### src/rtl/vlb_walk_arb.sv
// ---------------------------------------------------------------------------
// vlb_walk_arb
//
// Shares a single page-table memory port between N_REQ VLB miss requesters.
// Each port owns one slot that holds a pending miss (idx, vpn). Slots are
// served round-robin, one walk at a time. A walk fetches the 64 B line that
// holds the 64-bit PTE, decodes it and returns a fill pulse to the owning
// port. Any port can kill its pending or in-flight miss.
//
// Optional build macro:
//   VLB_WALK_ARB_BARE_EN - when defined, a grant made while satp_i[63:60]==0
//                          (bare mode) skips memory and returns an identity
//                          fill (mpn = vpn, vld=1, err=0, attr=4'hF).
//
// Ports:
//   clock, reset             clock and synchronous active-high reset
//   req_i_valid/_bits_*      per-port miss request (idx, vpn), packed per port
//   kill_i                   per-port kill
//   busy_o                   per-port slot occupied
//   resp_o_valid             one-hot fill pulse
//   resp_o_bits_*            fill payload (zero while no pulse)
//   mem_req_o_*              line-address request channel (valid/ready)
//   mem_resp_i_*             line-data response channel (valid/ready)
//   satp_i                   [63:60] translation mode, [43:0] root PPN
// ---------------------------------------------------------------------------
module vlb_walk_arb #(
    parameter int N_REQ = 2,
    parameter int IDX_W = 4,
    parameter int VPN_W = 52,
    parameter int MPN_W = 52,
    parameter int MCN_W = 58
) (
    input  logic                     clock,
    input  logic                     reset,
    input  logic [N_REQ-1:0]         req_i_valid,
    input  logic [N_REQ*IDX_W-1:0]   req_i_bits_idx,
    input  logic [N_REQ*VPN_W-1:0]   req_i_bits_vpn,
    input  logic [N_REQ-1:0]         kill_i,
    output logic [N_REQ-1:0]         busy_o,
    output logic [N_REQ-1:0]         resp_o_valid,
    output logic [IDX_W-1:0]         resp_o_bits_idx,
    output logic                     resp_o_bits_vld,
    output logic                     resp_o_bits_err,
    output logic [MPN_W-1:0]         resp_o_bits_mpn,
    output logic [3:0]               resp_o_bits_attr,
    input  logic                     mem_req_o_ready,
    output logic                     mem_req_o_valid,
    output logic [MCN_W-1:0]         mem_req_o_bits_mcn,
    output logic                     mem_resp_i_ready,
    input  logic                     mem_resp_i_valid,
    input  logic [511:0]             mem_resp_i_bits_data,
    input  logic [63:0]              satp_i
);

    localparam int GW = $clog2(N_REQ);

    typedef enum logic [1:0] {
        S_IDLE = 2'd0,
        S_REQ  = 2'd1,
        S_WAIT = 2'd2,
        S_RESP = 2'd3
    } state_t;

    state_t state_reg, state_next;

    // Slot storage
    logic [N_REQ-1:0] slot_valid_reg;
    logic [IDX_W-1:0] slot_idx_reg [N_REQ];
    logic [VPN_W-1:0] slot_vpn_reg [N_REQ];

    // Per-slot decode
    logic [N_REQ-1:0] slot_granted;
    logic [N_REQ-1:0] eligible;

    // Arbitration
    logic [GW-1:0]    rr_reg;
    logic [GW-1:0]    grant_reg;
    logic [GW-1:0]    pick;
    logic [GW-1:0]    hi_pick;
    logic [GW-1:0]    lo_pick;
    logic             hi_found;
    logic             found;
    logic [GW-1:0]    rr_after;

    // Walk context
    logic             killed_reg;
    logic             bare_reg;
    logic [MCN_W-1:0] mcn_reg;
    logic [2:0]       wsel_reg;
    logic [63:0]      pte_reg;

    logic [VPN_W-1:0] pick_vpn;
    logic [VPN_W-1:0] grant_vpn;
    logic [IDX_W-1:0] grant_idx;
    logic [63:0]      mcn_sum;
    logic             bare_hit;
    logic             resp_fire;

    // Decoded fill payload before output gating
    logic             fill_vld;
    logic             fill_err;
    logic [3:0]       fill_attr;
    logic [MPN_W-1:0] fill_mpn;

    // -----------------------------------------------------------------------
    // Per-slot combinational decode
    // -----------------------------------------------------------------------
    generate
        for (genvar gi = 0; gi < N_REQ; gi++) begin : g_slot
            // The granted slot is locked from IDLE-exit until the RESP cycle.
            assign slot_granted[gi] = (state_reg != S_IDLE) && (grant_reg == GW'(gi));
            // A slot killed in the same cycle must not win arbitration.
            assign eligible[gi]     = slot_valid_reg[gi] && !kill_i[gi];
            assign busy_o[gi]       = slot_valid_reg[gi];
        end
    endgenerate

    // -----------------------------------------------------------------------
    // Slot registers
    // -----------------------------------------------------------------------
    always_ff @(posedge clock) begin
        if (reset) begin
            slot_valid_reg <= '0;
            for (int p = 0; p < N_REQ; p++) begin
                slot_idx_reg[p] <= '0;
                slot_vpn_reg[p] <= '0;
            end
        end else begin
            for (int p = 0; p < N_REQ; p++) begin
                if (slot_granted[p]) begin
                    // Locked while walking; kill only marks the walk (below),
                    // and new requests are dropped. Release at end of walk.
                    if (state_reg == S_RESP) begin
                        slot_valid_reg[p] <= 1'b0;
                    end
                end else if (req_i_valid[p] && (!slot_valid_reg[p] || kill_i[p])) begin
                    // Kill together with a request discards the old miss and
                    // keeps the new one.
                    slot_valid_reg[p] <= 1'b1;
                    slot_idx_reg[p]   <= req_i_bits_idx[p*IDX_W +: IDX_W];
                    slot_vpn_reg[p]   <= req_i_bits_vpn[p*VPN_W +: VPN_W];
                end else if (kill_i[p]) begin
                    slot_valid_reg[p] <= 1'b0;
                end
            end
        end
    end

    // -----------------------------------------------------------------------
    // Round-robin pick: lowest eligible index at or above rr, else lowest
    // eligible index overall (wrap-around). Descending loop so the last
    // assignment is the lowest index.
    // -----------------------------------------------------------------------
    always_comb begin
        hi_found = 1'b0;
        hi_pick  = '0;
        found    = 1'b0;
        lo_pick  = '0;
        for (int i = N_REQ - 1; i >= 0; i--) begin
            if (eligible[i]) begin
                if (GW'(i) >= rr_reg) begin
                    hi_found = 1'b1;
                    hi_pick  = GW'(i);
                end
                found   = 1'b1;
                lo_pick = GW'(i);
            end
        end
        pick = hi_found ? hi_pick : lo_pick;
    end

    assign rr_after  = (int'(grant_reg) == N_REQ - 1) ? '0 : grant_reg + GW'(1);

    assign pick_vpn  = slot_vpn_reg[pick];
    assign grant_vpn = slot_vpn_reg[grant_reg];
    assign grant_idx = slot_idx_reg[grant_reg];

    // Line number of the PTE: root table base (in lines) plus vpn/8, since
    // eight 64-bit PTEs share one 64 B line.
    assign mcn_sum = {14'b0, satp_i[43:0], 6'b0} + 64'(pick_vpn >> 3);

`ifdef VLB_WALK_ARB_BARE_EN
    assign bare_hit = (satp_i[63:60] == 4'd0);
`else
    assign bare_hit = 1'b0;
`endif

    // -----------------------------------------------------------------------
    // FSM state register
    // -----------------------------------------------------------------------
    always_ff @(posedge clock) begin
        if (reset) begin
            state_reg <= S_IDLE;
        end else begin
            state_reg <= state_next;
        end
    end

    // -----------------------------------------------------------------------
    // FSM next state and outputs
    // -----------------------------------------------------------------------
    always_comb begin
        state_next         = state_reg;
        mem_req_o_valid    = 1'b0;
        mem_req_o_bits_mcn = '0;
        mem_resp_i_ready   = 1'b0;
        resp_fire          = 1'b0;
        case (state_reg)
            S_IDLE: begin
                if (found) begin
                    state_next = bare_hit ? S_RESP : S_REQ;
                end
            end
            S_REQ: begin
                mem_req_o_valid    = 1'b1;
                mem_req_o_bits_mcn = mcn_reg;
                if (mem_req_o_ready) begin
                    state_next = S_WAIT;
                end
            end
            S_WAIT: begin
                mem_resp_i_ready = 1'b1;
                if (mem_resp_i_valid) begin
                    state_next = S_RESP;
                end
            end
            S_RESP: begin
                resp_fire  = !killed_reg;
                state_next = S_IDLE;
            end
            default: begin
                state_next = S_IDLE;
            end
        endcase
    end

    // -----------------------------------------------------------------------
    // Walk context registers
    // -----------------------------------------------------------------------
    always_ff @(posedge clock) begin
        if (reset) begin
            rr_reg     <= '0;
            grant_reg  <= '0;
            killed_reg <= 1'b0;
            bare_reg   <= 1'b0;
            mcn_reg    <= '0;
            wsel_reg   <= '0;
            pte_reg    <= '0;
        end else begin
            case (state_reg)
                S_IDLE: begin
                    if (found) begin
                        grant_reg  <= pick;
                        mcn_reg    <= mcn_sum[MCN_W-1:0];
                        wsel_reg   <= pick_vpn[2:0];
                        bare_reg   <= bare_hit;
                        killed_reg <= 1'b0;
                    end
                end
                S_REQ: begin
                    if (kill_i[grant_reg]) begin
                        killed_reg <= 1'b1;
                    end
                end
                S_WAIT: begin
                    if (kill_i[grant_reg]) begin
                        killed_reg <= 1'b1;
                    end
                    if (mem_resp_i_valid) begin
                        pte_reg <= mem_resp_i_bits_data[{wsel_reg, 6'b0} +: 64];
                    end
                end
                S_RESP: begin
                    killed_reg <= 1'b0;
                    rr_reg     <= rr_after;
                end
                default: begin
                    killed_reg <= 1'b0;
                end
            endcase
        end
    end

    // -----------------------------------------------------------------------
    // Fill decode; a PTE marked valid but with no permission bits is flagged
    // as malformed.
    // -----------------------------------------------------------------------
    always_comb begin
        if (bare_reg) begin
            fill_vld  = 1'b1;
            fill_err  = 1'b0;
            fill_attr = 4'hF;
            fill_mpn  = MPN_W'(grant_vpn);
        end else begin
            fill_vld  = pte_reg[0];
            fill_attr = pte_reg[4:1];
            fill_err  = pte_reg[0] && (pte_reg[4:1] == 4'd0);
            fill_mpn  = pte_reg[10 +: MPN_W];
        end
    end

    assign resp_o_valid     = resp_fire ? (N_REQ'(1) << grant_reg) : '0;
    assign resp_o_bits_idx  = resp_fire ? grant_idx : '0;
    assign resp_o_bits_vld  = resp_fire && fill_vld;
    assign resp_o_bits_err  = resp_fire && fill_err;
    assign resp_o_bits_attr = resp_fire ? fill_attr : 4'd0;
    assign resp_o_bits_mpn  = resp_fire ? fill_mpn : '0;

    // Bits of the PTE, satp and address sum that the walk does not consume.
    logic unused_bits;
    assign unused_bits = ^{satp_i, mcn_sum, pte_reg};

endmodule

### config.mk
export PLATFORM = sky130hd
export DESIGN_NAME = vlb_walk_arb
export DESIGN_NICKNAME = d
export VERILOG_FILES = /design/src/rtl/vlb_walk_arb.sv
export SDC_FILE = /design/constraint.sdc
export NUM_CORES = 1
export LEC_CHECK = 0
export ABC_CLOCK_PERIOD_IN_PS = 6900
export BUFFER_PORTS_ARGS = -buffer_cell sky130_fd_sc_hd__buf_2
export CORE_AREA = 2 2 318 320
export CTS_BUF_LIST = sky130_fd_sc_hd__clkbuf_2 sky130_fd_sc_hd__clkbuf_4 sky130_fd_sc_hd__clkbuf_8
export DETAILED_ROUTE_END_ITERATION = 16
export DIE_AREA = 0 0 320 322
export PLACE_DENSITY_LB_ADDON = 0.25
export REMOVE_ABC_BUFFERS = 1
export SLEW_MARGIN = 20
export SYNTH_ARGS = -nofsm -noshare
export SYNTH_HDL_FRONTEND = slang
export SYNTH_SLANG_ARGS = --single-unit
### constraint.sdc
create_clock -name clock -period 6.9 [get_ports clock]
set_clock_uncertainty 0.15 [all_clocks]
set_input_delay 1.38 -clock clock [delete_from_list [all_inputs] [get_ports clock]]
set_output_delay 1.38 -clock clock [all_outputs]
set_load 0.01 [all_outputs]
Word level (Yosys, flattened, before mapping)
Memories as Yosys holds them, arrays and structs flattened. A register that Yosys moved wholly into a read port is not among the register bits.
Cells that the tools add are included.

storage, ports and cells
  memory bits (writable) = 112
  bits in registers = 130
  memories = 2
  output and inout port bits = 126

memory list
  memory        words  width  rd ports  clocked after memory_dff  wr ports  line  RTL
  slot_vpn_reg  2      52     1         0                         2         69    logic [VPN_W-1:0] slot_vpn_reg [N_REQ];
  slot_idx_reg  2      4      1         1                         2         68    logic [IDX_W-1:0] slot_idx_reg [N_REQ];

operators by class
  reduce and logical (&&, ||, !) cells = 28
  muxes and demuxes = 51
  equality and inequality tests = 9
  add/subtract/negate cells = 2
  magnitude comparators = 3
  bitwise operators = 5
  shift operators = 2

operators by type and width
  kind                                                                           number
  512-bit by 10-bit variable part select with 62-bit output                      1
  52-bit 2-to-1 mux                                                              3
  58-bit 2-to-1 mux                                                              1
  50-bit by 49-bit adder with 51-bit output                                      1
  1-bit 2-to-1 mux                                                               37
  4-bit 2-to-1 mux                                                               4
  2-bit AND reduction                                                            5
  1-bit logical AND                                                              9
  2-bit 2-to-1 mux                                                               4
  2-bit one-hot mux with 4 select lines                                          1
  2-bit by 1-bit != test with 1-bit output (second input constant)               3
  2-bit != test (second input constant)                                          3
  3-bit nonzero test                                                             2
  1-bit logical NOT                                                              5
  2-bit equality test (second input constant)                                    2
  4-bit logical NOT                                                              1
  1-bit OR                                                                       4
  1-bit one-hot mux with 3 select lines                                          1
  3-bit AND reduction                                                            1
  2-bit by 1-bit equality test with 1-bit output (second input constant)         1
  1-bit greater-or-equal comparator (first input constant)                       2
  2-bit logical NOT                                                              1
  1-bit logical OR                                                               2
  1-bit by 2-bit less-than comparator with 1-bit output (second input constant)  1
  other kinds (5)                                                                5

Depth between registers and ports, before layout
Gate-level depths: netlist (run 1).

  word-level depth = 8
  mapped depth = 15

Worst setup path before layout (run 1)
OpenSTA, ideal clock, no wires.

  path type = input-to-reg
  start point = input kill_i[1]
  end point = register mcn_reg[32]
  stages = 14
  arrival = 4.856 ns
  setup slack = 1.765 ns
  data required time = 6.621 ns
  library setup time = 0.129 ns
  path through = nand2b_1 > nor2_1 > clkbuf_1 > mux2_2 > ha_1 > fa_1 > a211oi_1 > o21ai_1 > nor3b_1 > a221o_1 > a21o_1 > a211oi_1 > xor2_1 > o21ai_0

on the way
  word-level cells in the longest chain between the ends = 8
  elaborated cells on any way between the ends = 14
  classes of those cells = 1 x add/sub; 9 x mux; 3 x reduce/logical; 1 x memory

ends and longest elaborated chain
  element                                    line  RTL
  start, declared                            38    input logic [N_REQ-1:0] kill_i,
  1-bit logical NOT (*)                      113   assign eligible[gi] = slot_valid_reg[gi] && !kill_i[gi];
  1-bit logical AND (*)                      113
  1-bit 2-to-1 mux                           160   if (eligible[i]) begin
  1-bit 2-to-1 mux                           161   if (GW'(i) >= rr_reg) begin
  1-bit 2-to-1 mux                           160
  1-bit 2-to-1 mux                           169   pick = hi_found ? hi_pick : lo_pick;
  memory read 2 x 52 bit                     --
  50-bit by 49-bit adder with 51-bit output  180   assign mcn_sum = {14'b0, satp_i[43:0], 6'b0} + 64'(pick_vpn >> 3);
  end signal, assigned                       254   mcn_reg <= mcn_sum[MCN_W-1:0];
  end, declared                              88    logic [MCN_W-1:0] mcn_reg;

Mark *: on every way between the ends. The rest lies on a longest branch, timed or not.
A chain may end at the register's enable or synchronous reset.

Worst setup path after layout (run 1)
Same ends and word-level chain as after synthesis.

==> results of run 1 <==
-- critical path, delay by kind of cell --
kind / cells / cell delay, ns
AND/OR/NAND/NOR: 3 / 0.85
multiplexers: 1 / 0.36
adder cells (fa/ha/maj): 2 / 0.69
AO/OA/AOI/OAI: 6 / 1.67
buffers and inverters: 2 / 0.43
XOR/XNOR: 1 / 0.18
-- cell type report --
type	instances	share of cell area, %
Clock buffer	75	4.304
Multi-Input combinational cell	1080	42.45
Tap cell	1298	7.498
Clock inverter	19	0.7799
Sequential cell	231	26.58
Timing Repair Buffer	758	17.83
Inverter	18	0.3119
Antenna cell	21	0.2426
-- path summary, 6_finish.rpt --
| check | from | to | slack, ns | depth (start not counted) |
|---|---|---|---|---|
| max | kill_i[1] | mcn_reg[32] | 1.71 | 15 |
| min | mcn_reg[31] | mcn_reg[31] | 0.30 | 2 |
| max reg2reg | busy_o[1] | mcn_reg[32] | 2.23 | 14 |
| min reg2reg | mcn_reg[31] | mcn_reg[31] | 0.30 | 2 |
-- synth_stat cells, types with 18 or more instances --
cell type	count
nor2_1	112
o21ai_0	33
dfxtp_1	119
clkbuf_1	88
mux2i_1	78
and2_1	222
a21o_1	30
inv_1	18
ha_1	49
edfxtp_1	112
nand2_1	79
mux2_2	43
mux4_2	114
a211oi_1	80
a21oi_1	66
-- logic make-up (layout without fill, tap and decap cells) --
family	Yosys count	in the layout	share of synthesized area, %
AO/OA/AOI/OAI	267	267	11.85
XOR/XNOR	27	27	1.535
adder cells (fa/ha/maj)	50	50	4.110
buffers and inverters	133	870	3.501
flip-flops	231	231	37.30
multiplexers	235	235	24.88
other	1	28	0.02435
AND/OR/NAND/NOR	494	494	16.80
-- per-stage QoR --
stage / power, mW / instances / util, % / cell area, sq um / hold WS (ns)
finish: 6.016 / 3500 / 21.75 / 21660 / 0.2969
detailed placement: 4.367 / 3385 / 20.60 / 20510 / 0.2876
global placement: 4.353 / 3385 / 20.60 / 20510 / 0.2840
CTS: 6.151 / 3479 / 21.70 / 21610 / 0.2983
global route: 6.429 / 3496 / 21.74 / 21650 / 0.3118
floorplan: 3.574 / 1329 / - / 14950 / 0.2666
-- metal layers --
metal	routed length (um)	part of all wire (%)	global-route usage, %
met1	32310	39	17.60
met5	153	0.18	0
met3	5367	6.4	3.955
met2	40960	49	26.84
met4	4819	5.8	9.285
-- power by group --
group	internal (mW)	switching, mW	leakage [nW]
Combinational	1.07	1.29	6.41
Clock	0.976	0.745	0.581
Sequential	1.74	0.192	2.18
==> impl_metrics.json, run 1 <==
{
  "grt_pass1_vias": 14908,
  "clkLatencyLatePin_ns": 0.68,
  "timing.final.ws_setup_ns": 1.708,
  "ys_ff_latch": 231,
  "io_pins": 822,
  "crit_slowest_cell": "fa_1",
  "htreeDepth": 2,
  "drtIter0Drc": 634,
  "yosys_warnings": 0,
  "path_cells": "buf_2, nand2b_1, nor2_4, buf_4, mux2_2, ha_1, fa_1, a211oi_1, o21ai_1, nor3b_1, a221o_1, a21o_1, a211oi_1, xor2_1, o21ai_0",
  "cts_hold_buf": 0,
  "synthArstFlopShare_pct": 0,
  "dr_total_vias": 14631,
  "antenna_found_initial": 47,
  "multi_input_area_sq_um": 9195,
  "ys_seq_area_share_pct": 37.30,
  "vdd_drop_max_mv": 0.09908,
  "fillers": 11111,
  "end_kind": "flop",
  "path_max_fanout": 14,
  "route.detailed.drc": 0,
  "rsz0062_at_grt": "no",
  "gr-total-overflow": 0,
  "place_congestion": 0.9083,
  "synth_area_leaders": "edfxtp_1 22%, mux4_2 17%, dfxtp_1 15%",
  "grt_pass1_wl_um": 114000,
  "num_rows": 116,
  "maxSlewHeadroom_pct": 39.01,
  "postRouteAntennaNets": 0,
  "numCtsBuffers": 50,
  "setup_tns_ns": 0,
  "post_cts_buffers": 0,
  "routedWlPerCell_um": 23.89,
  "synth_edf_count": 112,
  "hp-class": "flop to flop",
  "grt_usage_pct": 15.68,
  "io_buffer_count": 738,
  "largest_reg_flops": 104,
  "fp.dieH_um": 322,
  "critPathKind": "primary input to flop",
  "synth_area_sq_um": 15400,
  "drive_above_1_share_pct": 46.95,
  "grt_start_max_net_pins": 85,
  "hpwl_um": 68690,
  "finalHoldViolCount": 0,
  "critical_path_arrival_ns": 5.57,
  "fin_crit_sh_pct": 75.25,
  "clkTransAtPathRegs_ns": 0.05,
  "cp.required_ns": 7.27,
  "finalWorstPathRequiredPeriod_ns": 5.192,
  "area_delta_synth_final_pct": 40.61,
  "final_cell_mix": "737 x buf_2, 221 x and2_1, 116 x dfxtp_1",
  "power_per_cell_area_nw_per_um2": 277.8,
  "initial_utilization_pct": 15.47,
  "syn_avg_cell_area_sq_um": 10.71,
  "status": "complete, no violations",
  "die_area_sq_um": 103000,
  "max_freq_mhz": 192.6,
  "ctsResizeCount": 0,
  "cts_tree": "done",
  "wl_um": 83610,
  "crit_path_start_kind": "primary input",
  "synth_top_area_cell": "edfxtp_1",
  "crit_top_cell": "a211oi_1",
  "finalMaxSlewViolations": 0,
  "finalSetupViolations": 0,
  "cts_sinks": 231,
  "fp.dieW_um": 320,
  "leakagePower_nw": 9.168,
  "fp.coreArea_sq_um": 99570,
  "nets": 2885,
  "clock_path_buffers": 3,
  "firstDrtPassIters": 5,
  "max_cap_viol_count": 0,
  "cts-root-buf": "clkbuf_8",
  "worst_pin_slew_ns": 0.9087,
  "place_ws_ns": 0.9973,
  "final_common_cell": "buf_2",
  "synthFlopType": "dfxtp_1",
  "via_per_inst": 4.180,
  "synth.distinct_cells": 64,
  "cp_slowest_stage_delay_ns": 0.46,
  "synth_top_area_share_pct": 21.83,
  "netlist_instances": 1438,
  "register_area_sq_um": 5757
}
Note: power is estimated with default switching activity, not from simulation.
==> inputs of run 2 (changes only) <==
--- a/config.mk
+++ b/config.mk
@@ -5,12 +5,13 @@
 export SDC_FILE = /design/constraint.sdc
 export NUM_CORES = 1
 export LEC_CHECK = 0
-export ABC_CLOCK_PERIOD_IN_PS = 6900
+export ABC_AREA = 1
+export ABC_CLOCK_PERIOD_IN_PS = 4200
 export BUFFER_PORTS_ARGS = -buffer_cell sky130_fd_sc_hd__buf_2
-export CORE_AREA = 2 2 318 320
+export CORE_AREA = 2 2 323 325
 export CTS_BUF_LIST = sky130_fd_sc_hd__clkbuf_2 sky130_fd_sc_hd__clkbuf_4 sky130_fd_sc_hd__clkbuf_8
 export DETAILED_ROUTE_END_ITERATION = 16
-export DIE_AREA = 0 0 320 322
+export DIE_AREA = 0 0 325 327
 export PLACE_DENSITY_LB_ADDON = 0.25
 export REMOVE_ABC_BUFFERS = 1
 export SLEW_MARGIN = 20
==> constraint.sdc (replaced) <==
create_clock -name clock -period 4.2 [get_ports clock]
set_clock_uncertainty 0.15 [all_clocks]
set_input_delay 0.84 -clock clock [delete_from_list [all_inputs] [get_ports clock]]
set_output_delay 0.84 -clock clock [all_outputs]
set_load 0.01 [all_outputs]
==> run 2 against run 1 <==
Effect of this change:
- combinational power up 110%
- non-clock buffer count grew 83
- utilization rose by 2.0 points
- die area up 3.1%
- sequential cell count stayed put
- area after synthesis grew 16%
- first-iteration DRC count is 49% higher
- global-route usage up 1.2 points
- clock power is 59% higher
- sequential power grew 65%
- register-to-register slack got worse by 1.4 ns
- final area grew 13%
- critical path type is now flop to output pin
- largest power group unchanged
- highest routed layer unchanged
==> impl_metrics.json, run 2 <==
{
  "status": "complete, no violations",
  "startpoint": "state_reg[0]",
  "r2r-start": "busy_o[0]",
  "ctsResizeCount": 0,
  "cp.required_ns": 3.21,
  "drive_above_1_share_pct": 27.03,
  "fp.dieW_um": 325,
  "io_pins": 822,
  "path_max_fanout": 45,
  "layout.cells.non_filler": 4901,
  "rsz0062_at_grt": "no",
  "place_congestion": 0.8772,
  "hpwl_um": 75220,
  "final_cell_mix": "738 x buf_2, 556 x inv_1, 545 x nand2_1",
  "end_kind": "output pin",
  "drtIter0Drc": 943,
  "fp.dieH_um": 327,
  "htreeDepth": 2,
  "max_cap_viol_count": 0,
  "via_per_inst": 4.060,
  "fillers": 11911,
  "dr_total_vias": 19897,
  "ys_ff_latch": 231,
  "cts_sinks": 231,
  "hp-class": "primary input to flop",
  "finalWorstPathRequiredPeriod_ns": 3.517,
  "numCtsBuffers": 50,
  "cp_slowest_stage_delay_ns": 0.47,
  "gr-total-overflow": 0,
  "die_area_sq_um": 106300,
  "finalMaxSlewViolations": 0,
  "worst_pin_slew_ns": 0.9949,
  "synthFlopType": "dfxtp_1",
  "clock_path_buffers": 3,
  "cts_hold_buf": 0,
  "syn_avg_cell_area_sq_um": 6.533,
  "netlist_instances": 2729,
  "post_cts_buffers": 0,
  "path_cells": "ha_1, inv_1, or2_4, nor2_1, nand3_1, nor3_1, buf_2",
  "grt_pass1_vias": 19764,
  "max_freq_mhz": 284.4,
  "clkLatencyLatePin_ns": 0.68,
  "synth.distinct_cells": 41,
  "grt_usage_pct": 16.92,
  "ys_seq_area_share_pct": 32.22,
  "wl_um": 92930,
  "ys_top_cells_by_count": "559 x inv_1, 548 x nand2_1, 329 x nor2_1",
  "yosys_warnings": 0,
  "critical_path_arrival_ns": 2.53,
  "io_buffer_count": 738,
  "synth.most_common_cell": "inv_1",
  "clkTransAtPathRegs_ns": 0.06,
  "area_delta_synth_final_pct": 36.85,
  "nets": 4221,
  "power_per_cell_area_nw_per_um2": 442.6,
  "fin_crit_sh_pct": 83.73,
  "synth_top_area_share_pct": 18.86,
  "fp.coreArea_sq_um": 102900,
  "postRouteAntennaNets": 0,
  "synthArstFlopShare_pct": 0,
  "power_mw": 10.80,
  "grt_pass1_wl_um": 131100,
  "synth_top_area_cell": "edfxtp_1",
  "synth_edf_count": 112,
  "firstDrtPassIters": 7,
  "grt_start_max_net_pins": 70,
  "finalHoldViolCount": 0,
  "initial_utilization_pct": 17.33,
  "num_rows": 118,
  "min_from": "req_i_bits_idx[3]",
  "cts_tree": "done",
  "synth_area_sq_um": 17830,
  "critPathKind": "flop to output pin",
  "dp_cells": 4803,
  "largest_reg_flops": 104,
  "vdd_drop_max_mv": 0.1690,
  "synth_area_leaders": "edfxtp_1 19%, dfxtp_1 13%, inv_1 12%",
  "finalSetupViolations": 0,
  "crit_path_start_kind": "flop",
  "cts-root-buf": "clkbuf_8",
  "antenna_found_initial": 41,
  "leakagePower_nw": 12.86,
  "maxSlewHeadroom_pct": 33.67,
  "crit_slowest_cell": "or2_4",
  "final_common_cell": "buf_2",
  "r2r_slack_ns": 0.83,
  "route.detailed.drc": 0,
  "routedWlPerCell_um": 18.96
}
## run 2: changes by cell type after synthesis, sizes merged, moves of 78 or more
cell	delta
a21oi	+153
inv	+544
nand2	+470
nor2	+222
and2	-221
mux4	-114
o21ai	+285
a211oi	-78
## run 2: layer usage
layer  routed length, um  global-route usage [%]
met5                 123                       0
met4                3629                   6.240
met3                5290                   3.373
met2               48160                   32.08
met1               35720                   18.46
## run 2: cell families (layout without fill, tap and decap cells)
logic type               count (synthesis)  in the layout  synth area share (%)
AND/OR/NAND/NOR                        972            972                 21.40
buffers and inverters                  716           1495                 16.72
AO/OA/AOI/OAI                          626            626                 18.74
flip-flops                             231            231                 32.22
multiplexers                           114            114                 6.400
adder cells (fa/ha/maj)                 50             50                 3.551
XOR/XNOR                                19             19                0.9333
other                                    1             14               0.02103
## run 2: critical path, delay by kind of cell (launching register included)
kind | cells | cell delay, ns
and+or+nand+nor | 4 | 0.99
DFF | 1 | 0.36
buffers and inverters | 2 | 0.26
adders and majority gates | 1 | 0.22
## run 2: final cells by class
cell class                      count  area, sq um  share of cell area (%)
Timing Repair Buffer              841         4579                   18.77
Sequential cell                   231         5757                   23.59
Clock buffer                       65        807.0                   3.308
Tap cell                         1380         1727                   7.077
Inverter                          563         2121                   8.692
Clock inverter                     26        239.0                  0.9794
Antenna cell                        7        17.52                 0.07179
Multi-Input combinational cell   1788         9153                   37.51
## run 2: where the power goes
part           internal [mW]  total (mW)  switching [mW]
combinational           1.79        4.87            3.07
sequential              2.88        3.19           0.312
clock                   1.51        2.74            1.23
## run 2: worst paths after layout
path,endpoint,depth (start not counted)
worst max-delay path,resp_o_bits_err,7
worst min-delay path,slot_idx_reg[0][3],3
worst max register to register,mcn_reg[35],21
worst min register to register,rr_reg,2
## run 2: per-stage QoR
step | setup WS (ns) | setup TNS (ns) | util [%] | area (sq um) | hold slack, ns
6_report | 0.6835 | 0 | 23.71 | 24400 | 0.2994
2_1_floorplan | -4.253 | -244.47 | - | 16980 | 0.2828
5_1_grt | 0.3746 | 0 | 23.70 | 24390 | 0.2511
4_1_cts | 0.5385 | 0 | 23.69 | 24380 | 0.2097
3_3_place_gp | 0.1440 | 0 | 22.68 | 23340 | 0.3114
3_5_place_dp | 0.1215 | 0 | 22.68 | 23340 | 0.3155
==> inputs of run 3 (changes only) <==
--- a/config.mk
+++ b/config.mk
@@ -6,7 +6,7 @@
 export NUM_CORES = 1
 export LEC_CHECK = 0
 export ABC_AREA = 1
-export ABC_CLOCK_PERIOD_IN_PS = 4200
+export ABC_CLOCK_PERIOD_IN_PS = 3550
 export BUFFER_PORTS_ARGS = -buffer_cell sky130_fd_sc_hd__buf_2
 export CORE_AREA = 2 2 323 325
 export CTS_BUF_LIST = sky130_fd_sc_hd__clkbuf_2 sky130_fd_sc_hd__clkbuf_4 sky130_fd_sc_hd__clkbuf_8
==> constraint.sdc (replaced) <==
create_clock -name clock -period 3.55 [get_ports clock]
set_clock_uncertainty 0.15 [all_clocks]
set_input_delay 0.71 -clock clock [delete_from_list [all_inputs] [get_ports clock]]
set_output_delay 0.71 -clock clock [all_outputs]
set_load 0.01 [all_outputs]
==> run 3 against run 2 <==
Effect of this change:
- utilization grew 0.80 points
- total power grew 22%
- setup slack lost 0.46 ns
- non-clock buffer count grew 73
- hold slack lost 0.13 ns
==> impl_metrics.json, run 3 (synthesis results as in run 2) <==
{
  "status": "complete, no violations",
  "wl_um": 92450,
  "initial_utilization_pct": 17.33,
  "multi_input_area_sq_um": 9191,
  "finalWorstPathRequiredPeriod_ns": 3.327,
  "max_cap_viol_count": 0,
  "nets": 4295,
  "grt_pass1_wl_um": 129600,
  "critPathKind": "flop to output pin",
  "ctsResizeCount": 0,
  "io_pins": 822,
  "post_cts_buffers": 0,
  "cp.required_ns": 2.69,
  "htreeDepth": 2,
  "crit_family": "simple AND/OR/NAND/NOR gates",
  "path_cells": "ha_1, inv_1, or2_4, nor2_1, nand3_1, nor3_1, buf_2",
  "cts_tree": "done",
  "grt_usage_pct": 16.78,
  "fin_hold_ws_ns": 0.1738,
  "maxSlewHeadroom_pct": 36.42,
  "fp.dieW_um": 325,
  "path_max_fanout": 34,
  "power_mw": 13.20,
  "firstDrtPassIters": 5,
  "cts-root-buf": "clkbuf_8",
  "finalMaxSlewViolations": 0,
  "route.detailed.drc": 0,
  "grt_busiest_layer": "met2",
  "fp.coreArea_sq_um": 102900,
  "cts_sinks": 231,
  "postRouteAntennaNets": 0,
  "routedWlPerCell_um": 18.54,
  "crit_slowest_cell": "or2_4",
  "leakagePower_nw": 13.33,
  "crit_path_start_kind": "flop",
  "final_cell_mix": "738 x buf_2, 556 x inv_1, 544 x nand2_1",
  "end_kind": "output pin",
  "finalHoldViolCount": 0,
  "register_area_sq_um": 5757,
  "cp_slowest_stage_delay_ns": 0.44,
  "io_buffer_count": 738,
  "die_area_sq_um": 106300,
  "grt_start_max_net_pins": 116,
  "met2_usage_pct": 31.04,
  "met3_usage_pct": 3.458,
  "area_delta_synth_final_pct": 41.49,
  "clkTransAtPathRegs_ns": 0.06,
  "gr-total-overflow": 0,
  "setup_tns_ns": 0,
  "rsz0062_at_grt": "no",
  "clkLatencyLatePin_ns": 0.68,
  "antenna_found_initial": 41,
  "fp.dieH_um": 327,
  "numCtsBuffers": 51,
  "grt_pass1_vias": 19858,
  "vdd_drop_max_mv": 0.2268,
  "num_rows": 118,
  "hp-class": "primary input to flop",
  "drtIter0Drc": 1046,
  "max_freq_mhz": 300.5,
  "layout.cells.non_filler": 4987,
  "clock_path_buffers": 3,
  "power_per_cell_area_nw_per_um2": 523.4,
  "path_buf_inv": 2,
  "met1_usage_pct": 18.22,
  "critical_path_arrival_ns": 2.47,
  "finalSetupViolations": 0,
  "dp_cells": 4876,
  "via_per_inst": 4.026,
  "final_common_cell": "buf_2",
  "place_congestion": 0.8910,
  "largest_reg_flops": 104,
  "dr_total_vias": 20077,
  "fillers": 11922,
  "fin_crit_sh_pct": 93.73,
  "hpwl_um": 75480,
  "drive_above_1_share_pct": 28.94,
  "worst_pin_slew_ns": 0.9537,
  "cts_hold_buf": 0
}
[run 3: cell types whose count changed in the layout (fill, tap and decap cells not counted), moves of 2 or more]
cell        previous run  this run
diode_2                7        17
clkbuf_8              51        56
nor2_2                 4         6
clkbuf_4              14        20
nor2_1               329       327
clkinv_1               8         2
nand3_2                4         6
nand3_1               65        63
buf_4                 94       156
clkinvlp_4             4         2
inv_4                  3         5
buf_12                 9        20
[run 3: routing by layer]
metal / wire, um / vias up
li1: - / 10282
met1: 35530 / 9037
met2: 47680 / 601
met3: 5107 / 143
met4: 4037 / 14
met5: 91 / -
[run 3: where the power goes]
part | internal [mW] | switching [mW] | total, mW
registers | 3.41 | 0.280 | 3.69
clock network | 1.96 | 1.42 | 3.37
logic | 2.36 | 3.78 | 6.14
total | 7.73 | 5.48 | 13.2
[run 3: tightest hold or removal path: stages]
cell    delay, ns
buf_2        0.07
inv_1        0.03
nor2_1       0.08
[run 3: area by class of cell]
class | instances | area share, %
clock inverter | 18 | 0.8035
multi-input combinational | 1788 | 36.43
sequential | 231 | 22.82
inverter | 563 | 8.407
antenna | 17 | 0.1686
clock buffer | 76 | 3.650
tap | 1380 | 6.845
timing repair buffer | 914 | 20.87
[run 3: path summary, 6_finish.rpt]
path                           from                  to  slack, ns  cells past startpoint
hold / removal    req_i_bits_idx[6]  slot_idx_reg[1][2]       0.17                      3
hold reg to reg              rr_reg              rr_reg       0.31                      2
setup reg to reg          busy_o[0]         mcn_reg[40]       0.26                     18
setup / recovery       state_reg[0]     resp_o_bits_err       0.22                      7
[run 3: through the flow]
| stage | worst slack [ns] | instance area (sq um) | util (%) |
|---|---|---|---|
| 2_1_floorplan | -4.903 | 16980 | - |
| 3_3_place_gp | -0.4503 | 24020 | 23.34 |
| 3_5_place_dp | -0.4769 | 24020 | 23.34 |
| 4_1_cts | 0.06092 | 25150 | 24.44 |
| 5_1_grt | 0.01996 | 25220 | 24.50 |
| 6_report | 0.2225 | 25230 | 24.51 |
